--- config.mk ---
export PLATFORM = sky130hd
export DESIGN_NAME = analyzer_capture_ctrl
export DESIGN_NICKNAME = d
export VERILOG_FILES = /design/src/rtl/analyzer_pkg.sv /design/src/rtl/analyzer_rd_stage.sv /design/src/rtl/analyzer_capture_ctrl.sv
export SDC_FILE = /design/constraint.sdc
export NUM_CORES = 1
export LEC_CHECK = 0
export ABC_CLOCK_PERIOD_IN_PS = 6400
export BUFFER_PORTS_ARGS = -buffer_cell sky130_fd_sc_hd__buf_2
export CAP_MARGIN = 20
export CORE_MARGIN = 2
export CORE_UTILIZATION = 57
export DETAILED_ROUTE_END_ITERATION = 12
export GPL_TIMING_DRIVEN = 0
export PLACE_DENSITY = 0.81
export RECOVER_POWER = 25
export SETUP_SLACK_MARGIN = 0.2
export SLEW_MARGIN = 20
export SYNTH_ARGS = -nofsm -noshare
export SYNTH_HDL_FRONTEND = slang
export SYNTH_HIERARCHICAL = 1
export SYNTH_SLANG_ARGS = --single-unit
--- constraint.sdc ---
create_clock -name clk -period 6.4 [get_ports clk]
set_input_delay 1.28 -clock clk [delete_from_list [all_inputs] [get_ports clk]]
set_output_delay 1.28 -clock clk [all_outputs]
set_load 0.01 [all_outputs]
--- src/rtl/analyzer_pkg.sv ---
// Shared definitions for the analyzer capture controller: state codes and default sizes.
package analyzer_pkg;

   localparam int unsigned DEFAULT_DATA_W  = 32;
   localparam int unsigned DEFAULT_DEPTH_W = 13;

   typedef enum logic [2:0] {
      IDLE,
      PREFILL,
      WAIT_TRIG,
      POST,
      DRAIN,
      FLUSH
   } state_t;

endpackage

--- src/rtl/analyzer_rd_stage.sv ---
// Two-entry skid buffer that absorbs the one-cycle FIFO read latency on the readout path.
module analyzer_rd_stage
   import analyzer_pkg::*;
#(
   parameter int unsigned DATA_W = DEFAULT_DATA_W
) (
   input  logic              clk,
   input  logic              rst,
   input  logic              clear,
   input  logic              issue,
   input  logic [DATA_W-1:0] rd_data,
   input  logic              pop,
   output logic              valid,
   output logic [DATA_W-1:0] data,
   output logic              can_issue
);

   logic [1:0]        held;
   logic              inflight;
   logic [DATA_W-1:0] head;
   logic [DATA_W-1:0] tail;

   // The word leaving this cycle frees a slot, which keeps a 1 word/cycle stream.
   always_comb begin
      valid     = (held != 2'd0);
      data      = head;
      can_issue = ((held + {1'b0, inflight}) < 2'd2) || pop;
   end

   always_ff @(posedge clk or posedge rst) begin
      if (rst) begin
         held     <= '0;
         inflight <= 1'b0;
         head     <= '0;
         tail     <= '0;
      end else if (clear) begin
         held     <= '0;
         inflight <= 1'b0;
         head     <= '0;
         tail     <= '0;
      end else begin
         inflight <= issue;
         case ({inflight, pop})
            2'b10: begin
               if (held == 2'd0) head <= rd_data;
               else              tail <= rd_data;
               held <= held + 2'd1;
            end
            2'b01: begin
               head <= tail;
               held <= held - 2'd1;
            end
            2'b11: begin
               if (held == 2'd1) begin
                  head <= rd_data;
               end else begin
                  head <= tail;
                  tail <= rd_data;
               end
            end
            default: ;
         endcase
      end
   end

endmodule

--- src/rtl/analyzer_capture_ctrl.sv ---
// Triggered-capture sequencer for one analyzer sample FIFO: arm, pre-trigger ring fill,
// trigger, post-trigger fill, then drain to a valid/ready readout stream.
module analyzer_capture_ctrl
   import analyzer_pkg::*;
#(
   parameter int unsigned DATA_W  = DEFAULT_DATA_W,
   parameter int unsigned DEPTH_W = DEFAULT_DEPTH_W
) (
   input  logic               clk,
   input  logic               rst,
   input  logic               arm,
   input  logic               abort,
   input  logic               force_trig,
   input  logic [DEPTH_W-1:0] pre_len,
   input  logic [DEPTH_W:0]   post_len,
   input  logic [DATA_W-1:0]  trig_mask,
   input  logic [DATA_W-1:0]  trig_value,
   input  logic [DATA_W-1:0]  sample_in,
   input  logic               sample_en,
   output logic               fifo_wr_en,
   output logic [DATA_W-1:0]  fifo_wr_data,
   input  logic               fifo_wr_full,
   output logic               fifo_rd_en,
   input  logic [DATA_W-1:0]  fifo_rd_data,
   input  logic               fifo_rd_empty,
   output logic [DATA_W-1:0]  out_data,
   output logic               out_valid,
   input  logic               out_ready,
   output logic               out_last,
   output logic               busy,
   output logic               triggered,
   output logic [DEPTH_W-1:0] trig_index,
   output logic               overflow,
   output logic               done
);

   localparam int unsigned CW = DEPTH_W + 1;

   state_t             state, state_nx;
   logic [DEPTH_W-1:0] pre_q, pre_nx, occ, occ_nx, occ_inc, trig_index_nx;
   logic [CW-1:0]      post_eff_q, post_eff_nx, post_cnt, post_cnt_nx;
   logic [CW-1:0]      rd_left, rd_left_nx, out_left, out_left_nx;
   logic [CW-1:0]      room, post_clamp, post_eff_arm;
   logic [DATA_W-1:0]  mask_q, mask_nx, value_q, value_nx;
   logic               triggered_nx, overflow_nx, done_nx;
   logic               hit, want_wr, rd_issue, rd_discard, trig_now, enter_drain;
   logic               stage_valid, can_issue, pop;

   always_comb begin
      room         = {1'b1, {DEPTH_W{1'b0}}} - {1'b0, pre_len};
      post_clamp   = (post_len < room) ? post_len : room;
      post_eff_arm = (post_clamp == '0) ? CW'(1) : post_clamp;
      hit          = sample_en && ((sample_in & mask_q) == (value_q & mask_q));
      occ_inc      = occ + DEPTH_W'(1);
      out_valid    = stage_valid && (state == DRAIN);
      pop          = out_valid && out_ready;
      out_last     = out_valid && (out_left == CW'(1));
      busy         = (state != IDLE);
      fifo_wr_data = sample_in;
   end

   always_comb begin
      state_nx      = state;
      pre_nx        = pre_q;
      post_eff_nx   = post_eff_q;
      mask_nx       = mask_q;
      value_nx      = value_q;
      occ_nx        = occ;
      post_cnt_nx   = post_cnt;
      rd_left_nx    = rd_left;
      out_left_nx   = out_left;
      trig_index_nx = trig_index;
      triggered_nx  = triggered;
      overflow_nx   = overflow;
      done_nx       = 1'b0;
      want_wr       = 1'b0;
      rd_issue      = 1'b0;
      rd_discard    = 1'b0;
      trig_now      = 1'b0;
      enter_drain   = 1'b0;

      case (state)
         IDLE: begin
            if (arm) begin
               pre_nx        = pre_len;
               post_eff_nx   = post_eff_arm;
               mask_nx       = trig_mask;
               value_nx      = trig_value;
               occ_nx        = '0;
               post_cnt_nx   = '0;
               trig_index_nx = '0;
               triggered_nx  = 1'b0;
               overflow_nx   = 1'b0;
               state_nx      = (pre_len != '0) ? PREFILL : WAIT_TRIG;
            end
         end
         PREFILL: begin
            if (abort) begin
               state_nx = FLUSH;
            end else if (force_trig) begin
               trig_now = 1'b1;
            end else if (sample_en) begin
               want_wr = 1'b1;
               occ_nx  = occ_inc;
               if (occ_inc == pre_q) state_nx = WAIT_TRIG;
            end
         end
         WAIT_TRIG: begin
            if (abort) begin
               state_nx = FLUSH;
            end else if (hit || force_trig) begin
               trig_now = 1'b1;
            end else if (sample_en && (pre_q != '0)) begin
               // Ring behaviour: drop the oldest word as the newest one goes in.
               want_wr    = 1'b1;
               rd_discard = 1'b1;
            end
         end
         POST: begin
            if (abort) begin
               state_nx = FLUSH;
            end else if (post_cnt >= post_eff_q) begin
               enter_drain = 1'b1;
            end else if (sample_en) begin
               want_wr     = 1'b1;
               post_cnt_nx = post_cnt + CW'(1);
               if (post_cnt_nx == post_eff_q) enter_drain = 1'b1;
            end
         end
         DRAIN: begin
            if (abort) begin
               state_nx = FLUSH;
            end else begin
               rd_issue = !fifo_rd_empty && can_issue && (rd_left != '0);
               if (rd_issue) rd_left_nx = rd_left - CW'(1);
               if (pop) begin
                  out_left_nx = out_left - CW'(1);
                  if (out_left == CW'(1)) begin
                     state_nx = IDLE;
                     done_nx  = 1'b1;
                  end
               end
            end
         end
         FLUSH: begin
            if (fifo_rd_empty) state_nx = IDLE;
         end
         default: state_nx = IDLE;
      endcase

      if (trig_now) begin
         want_wr       = sample_en;
         trig_index_nx = occ;
         post_cnt_nx   = sample_en ? CW'(1) : '0;
         triggered_nx  = 1'b1;
         state_nx      = POST;
      end
      if (enter_drain) begin
         state_nx    = DRAIN;
         rd_left_nx  = {1'b0, trig_index} + post_eff_q;
         out_left_nx = {1'b0, trig_index} + post_eff_q;
      end
      if (want_wr && fifo_wr_full) overflow_nx = 1'b1;

      fifo_wr_en = want_wr && !fifo_wr_full;
      fifo_rd_en = rd_issue || rd_discard || ((state == FLUSH) && !fifo_rd_empty);
   end

   always_ff @(posedge clk or posedge rst) begin
      if (rst) begin
         state      <= IDLE;
         pre_q      <= '0;
         post_eff_q <= '0;
         mask_q     <= '0;
         value_q    <= '0;
         occ        <= '0;
         post_cnt   <= '0;
         rd_left    <= '0;
         out_left   <= '0;
         trig_index <= '0;
         triggered  <= 1'b0;
         overflow   <= 1'b0;
         done       <= 1'b0;
      end else begin
         state      <= state_nx;
         pre_q      <= pre_nx;
         post_eff_q <= post_eff_nx;
         mask_q     <= mask_nx;
         value_q    <= value_nx;
         occ        <= occ_nx;
         post_cnt   <= post_cnt_nx;
         rd_left    <= rd_left_nx;
         out_left   <= out_left_nx;
         trig_index <= trig_index_nx;
         triggered  <= triggered_nx;
         overflow   <= overflow_nx;
         done       <= done_nx;
      end
   end

   analyzer_rd_stage #(
      .DATA_W (DATA_W)
   ) u_rd_stage (
      .clk       (clk),
      .rst       (rst),
      .clear     (state == FLUSH),
      .issue     (rd_issue),
      .rd_data   (fifo_rd_data),
      .pop       (pop),
      .valid     (stage_valid),
      .data      (out_data),
      .can_issue (can_issue)
   );

endmodule
# Word-level counts from Yosys, hierarchy flattened
# Cells that the tools add are included.
[op_classes]
add_sub_neg = 9
order_cmp = 3
eq_ne = 33
n_mux = 80
n_bitwise = 2
n_reduce_logical = 47
[ops]
columns = ["cell", "n"]
rows = [
  ["two-way mux 14 bit", 15],
  ["two-way mux 32 bit", 6],
  ["one-hot mux 32 bit (3 select lines)", 1],
  ["two-way mux 13 bit", 6],
  ["AND 32 bit", 2],
  ["one-hot mux 32 bit (2 select lines)", 1],
  ["two-way mux 3 bit", 12],
  ["equality test 32 bit", 1],
  ["two-way mux 1 bit", 31],
  ["one-hot mux 14 bit (2 select lines)", 1],
  ["subtractor 14 x 1 -> 14 bit (second input constant)", 2],
  ["one-hot mux 13 bit (2 select lines)", 1],
  ["nonzero test 13 bit", 2],
  ["nonzero test 2 bit", 9],
  ["inequality test 5 bit (second input constant)", 3],
  ["one-hot mux 3 bit (5 select lines)", 1],
  ["adder 13 x 14 -> 14 bit", 1],
  ["adder 14 x 1 -> 14 bit (second input constant)", 1],
  ["equality test 14 x 1 -> 1 bit (second input constant)", 1],
  ["equality test 14 bit", 1],
  [">= comparator 14 bit", 1],
  ["logical NOT 14 bit", 1],
  ["< comparator 14 bit", 1],
  ["nonzero test 14 bit", 1],
  ["other kinds (36)", 72],
]
[word_totals]
reg_bits = 232
inputBits = 164
out_inout_bits = 85
wordCells = 191

# Logic depth before layout (Yosys ltp)
[logic_depth]
ltp_word = 11
ltp_mapped = 15
depth_no_buf = 14

# Cells and area by module
# Netlist, hierarchy kept.
[modules_own_cells]
columns = ["module", "n_inst", "cells_per_inst", "area_each_um2", "seq_area_each_um2"]
rows = [
  ["analyzer_capture_ctrl", 1, 1272, 10586.4, 4129.0],
  ["analyzer_rd_stage", 1, 344, 3423.3, 1676.6],
]

# Worst setup path after synthesis
# No wires, ideal clock.
[synth_path]
kind = "input -> register"
from = "in pre_len[0]"
to = "reg post_eff_q[13]"
setup_ps = 136
t_arrival_ps = 3992
t_required_ps = 6264
path_slack_ps = 2272
stages = 12
path_buffers = 1
path_cell_list = "inv_1 -> ha_1 -> or4b_1 -> nor4_1 -> xor2_1 -> ha_1 -> and3_1 -> a2111oi_0 -> a21oi_1 -> buf_2 -> mux2i_1 -> o21ai_0"
[synth_between]
elab_chain_len = 5
[synth_lines]
columns = ["item", "line_no", "text"]
rows = [
  ["from (decl)", "analyzer_capture_ctrl.sv:14", "input logic [DEPTH_W-1:0] pre_len,"],
  ["subtractor 14 x 13 -> 14 bit (*)", "analyzer_capture_ctrl.sv:50", "room = {1'b1, {DEPTH_W{1'b0}}} - {1'b0, pre_len};"],
  ["< comparator 14 bit", "analyzer_capture_ctrl.sv:51", "post_clamp = (post_len < room) ? post_len : room;"],
  ["two-way mux 14 bit (*)", "analyzer_capture_ctrl.sv:51", ""],
  ["logical NOT 14 bit", "analyzer_capture_ctrl.sv:52", "post_eff_arm = (post_clamp == '0) ? CW'(1) : post_clamp;"],
  ["two-way mux 14 bit (*)", "analyzer_capture_ctrl.sv:52", ""],
  ["to (signal assigned)", "analyzer_capture_ctrl.sv:187", "post_eff_q <= post_eff_nx;"],
  ["to (decl)", "analyzer_capture_ctrl.sv:41", "logic [CW-1:0] post_eff_q, post_eff_nx, post_cnt, post_cnt_nx;"],
]
# Every way passes the cells marked *; elsewhere a longest branch is shown, timed or not.
# A chain may end at the register's enable or synchronous reset.

# Worst setup path in the final report
[layout_path]
from = "reg post_eff_q[4]"
to = "out fifo_wr_en"
[layout_between]
elab_chain_len = 6
[layout_lines]
columns = ["item", "line_no", "text"]
rows = [
  [">= comparator 14 bit", "analyzer_capture_ctrl.sv:122", "end else if (post_cnt >= post_eff_q) begin"],
  ["two-way mux 1 bit", "analyzer_capture_ctrl.sv:122", ""],
  ["two-way mux 1 bit", "analyzer_capture_ctrl.sv:120", "if (abort) begin"],
  ["one-hot mux 1 bit (3 select lines)", "analyzer_capture_ctrl.sv:82", "case (state)"],
  ["two-way mux 1 bit", "analyzer_capture_ctrl.sv:151", "if (trig_now) begin"],
  ["logical AND 1 bit", "analyzer_capture_ctrl.sv:165", "fifo_wr_en = want_wr && !fifo_wr_full;"],
  ["to (decl)", "analyzer_capture_ctrl.sv:20", "output logic fifo_wr_en,"],
]
# No other way between the ends.

==> flow_summary.toml <==
[clocking]
clock_latency_ns = 0.52
clk_pin_slew_worst_paths_ns = 0.06
cts_made_buffers = 25
cts-resized-gates = 0
postCtsSetupBuffers = 0
hold_buffers = 0
cts_root_buf = "clkbuf_16"
cts.htree.levels = 1
cts_tree = "yes"
cts_buffer_depth = 3
cts_sinks = 232

[timing]
min_period_over_period_pct = 72.5
maxSlewViolCount = 104
worst_pin_slew_ns = 2.91
fmax_mhz = 216
finalHoldViolCount = 0
period_needed_ns = 4.64
slew_headroom_pct = -95.0
finalClockSkew_ns = 0.00987
rsz0062_at_grt = "no"
setup_viol = 0

[final_layout]
syn2layout_area_growth_pct = 18.6
num-fill-cells = 1983
nets = 2107
drive_gt1_share_pct = 20.1
final_core_util_pct = 68.5

[grt]
grt.total_usage_pct = 30.7
grt_first_pass_wirelength_um = 64400
grt-ovfl-total = 0
grt_max_degree = 106
grt_pass1_vias = 12800
grt_antenna_before_repair = 2

[setup_path]
crit_type = "reg2out"
max_stage_delay_ns = 0.49
startpoint_type = "flip-flop"
crit_buf_inv = 2
end_kind = "output pin"
ff2ff_path_depth = 11
critical_path_required_ns = 5.12
crit_chain = "inv_1, ha_1, a21o_1, a2111oi_0, o21ai_0, a21oi_1, nand2_1, o2111a_1, nor2_1, buf_2"
cp.arrival_ns = 3.36
slowest_stage = "dfrtp_1"
rr_endpoint = "post_cnt[5]"
r2r_slack_ns = 2.94
crit_family = "compound AO/OA/AOI/OAI gates"
crit_fanout = 4
r2r_start = "post_eff_q[4]"

[die]
io_pins = 249
fp.coreArea_sq_um = 24200
start_util_pct = 57.8
dieArea_sq_um = 25800
die_h_um = 161
die_w_um = 161
fp-row-count = 57

[synth]
syn-cell-area_sq_um = 14000
synth_top_area_share_pct = 41.4
synth_top_cell_by_area = "dfrtp_1"
synth-edff-count = 0
ys.warnings.count = 6
syn_nets = 1830
syn_inst = 1616
async_flop_share_pct = 100
yosysUniqueCellTypes = 82
syn_area_per_cell_sq_um = 8.67
yosysSeqAreaShare_pct = 41.4
yosys_register_bits = 232
synthFlopType = "dfrtp_1"
synth_area_leaders = "dfrtp_1, nand2_1, ha_1, xor2_1, o21ai_0"

[placement]
gp_congestion = 0.951
dp_hpwl_um = 30000
io_buffers = 248

[route]
ant_nets = 0
dr.first_iter.drc_count = 1201
vias = 13000
drc = 0
wl_per_cell_um = 17.9
finalWirelength_um = 40100
dr.pass1.iters = 6
viasPerCell = 5.82

[power]
peakVddDrop_uv = 250
p_leak_uw = 0.00802
power_density_nw_per_um2 = 390
total_power_uw = 6470

[min_path]
min-delay-start = "mask_q[3]"
hold_depth = 2
hold_class = "reg2reg"
min_to = "mask_q[3]"

[flow_run]
drv_cap = 2

[status]
violations = "capacitance limit, slew limit"
status = "finished, violations left"
==> worst max-delay path by stage <==
stage / start / to / slack, ns / cells after the start
final: post_eff_q[4] / fifo_wr_en / 1.76 / 10
after global routing: post_eff_q[4] / fifo_wr_en / 1.62 / 10
after CTS: post_eff_q[4] / fifo_wr_en / 1.80 / 10
after detailed placement: pre_len[0] / post_eff_q[13] / 1.57 / 13
after global placement: rst / post_eff_q[9] / -1.28 / 2
after floorplan: rst / done / 0.66 / 1
==> report_power, final <==
| group | switching, uW | internal, uW | leakage (uW) | total, uW |
|---|---|---|---|---|
| combinational | 1390 | 1000 | 0.00459 | 2390 |
| clock | 607 | 1020 | 0.000447 | 1630 |
| sequential | 476 | 1980 | 0.00298 | 2450 |
| total | 2470 | 4000 | 0.00802 | 6470 |
==> synth_stat cells, types with 14 or more instances <==
cell      count
buf_6        14
nor3_1       30
ha_1         49
o31ai_1      14
nand2_1     380
a21oi_1      31
inv_1        54
o21ai_0      92
dfrtp_1     232
a311oi_1     25
xor2_1       65
mux2i_1      21
a21boi_1     16
buf_4        37
nand4b_1     34
a22oi_1      15
nor2_1      109
xnor2_1      42
o21ai_1      17
nor4_1       20
nand2b_1     46
nand3_1      35
clkbuf_1     53
==> sequential cells by signal (all words and copies together), names as in the netlist <==
| register | flops |
|---|---|
| done | 1 |
| mask_q | 32 |
| occ | 13 |
| out_left | 14 |
| overflow | 1 |
| post_cnt | 14 |
| post_eff_q | 14 |
| pre_q | 13 |
| rd_left | 14 |
| state | 3 |
| trig_index | 13 |
| triggered | 1 |
| u_rd_stage/data | 32 |
| u_rd_stage/held | 2 |
| u_rd_stage/inflight | 1 |
| u_rd_stage/tail | 32 |
| value_q | 32 |
==> worst register-to-register path, cell delays in order, from the launching register on <==
cell and delay [ns]:
dfrtp_1 0.49, inv_1 0.09, ha_1 0.33, a21o_1 0.17, a2111oi_0 0.37, o21ai_0 0.21
a21oi_1 0.43, nand2_1 0.26, o311a_1 0.31, clkbuf_1 0.29, o21ai_0 0.22, o31ai_1 0.13
==> stage by stage <==
step / cells / cell area [sq um] / setup TNS [ns] / setup WS (ns) / hold WS (ns)
after CTS: 2233 / 16600 / 0 / 1.80 / 0.478
after global placement: 2188 / 15700 / -208.14 / -1.28 / 0.460
after floorplan: 1616 / 14000 / 0 / 0.658 / 0.446
final: 2234 / 16600 / 0 / 1.76 / 0.477
after detailed placement: 2190 / 15700 / 0 / 1.57 / 0.463
after global routing: 2233 / 16600 / 0 / 1.62 / 0.496
==> cell usage in the layout (no fill, tap or decap), types with 46 or more instances in the layout <==
cell type and count:
o21ai_0 92, buf_2 260, clkbuf_1 57, nor2_1 109, dfrtp_1 232, ha_1 49
nand2_1 380, inv_1 52, nand2b_1 46, xor2_1 65
==> cells by family after synthesis <==
logic type | synth area share [%]
XOR/XNOR | 6.69
AO/OA/AOI/OAI | 13.8
AND/OR/NAND/NOR | 25.1
multiplexers | 1.92
flip-flops | 41.4
buffers and inverters | 6.61
adder cells (fa/ha/maj) | 4.52
==> layout make-up <==
type	count	area, sq um	area share, %
Antenna cell	1	2.50	0.0151
Buffer	122	719	4.33
Sequential cell	232	5810	34.9
Tap cell	324	405	2.44
Clock inverter	10	205	1.24
Inverter	55	209	1.26
Multi-Input combinational cell	1207	7280	43.8
Clock buffer	33	716	4.31
Timing Repair Buffer	250	1270	7.65
==> per-layer routing <==
| metal | routed length (um) | global-route usage (%) | vias up |
|---|---|---|---|
| li1 | - | - | 6124 |
| met1 | 16300 | 40.2 | 6184 |
| met3 | 2940 | 4.47 | 92 |
| met5 | 13 | 0 | - |
| met4 | 1440 | 9.58 | 2 |
| met2 | 19300 | 52.9 | 595 |
No activity file was read; power rests on OpenSTA's default activity.
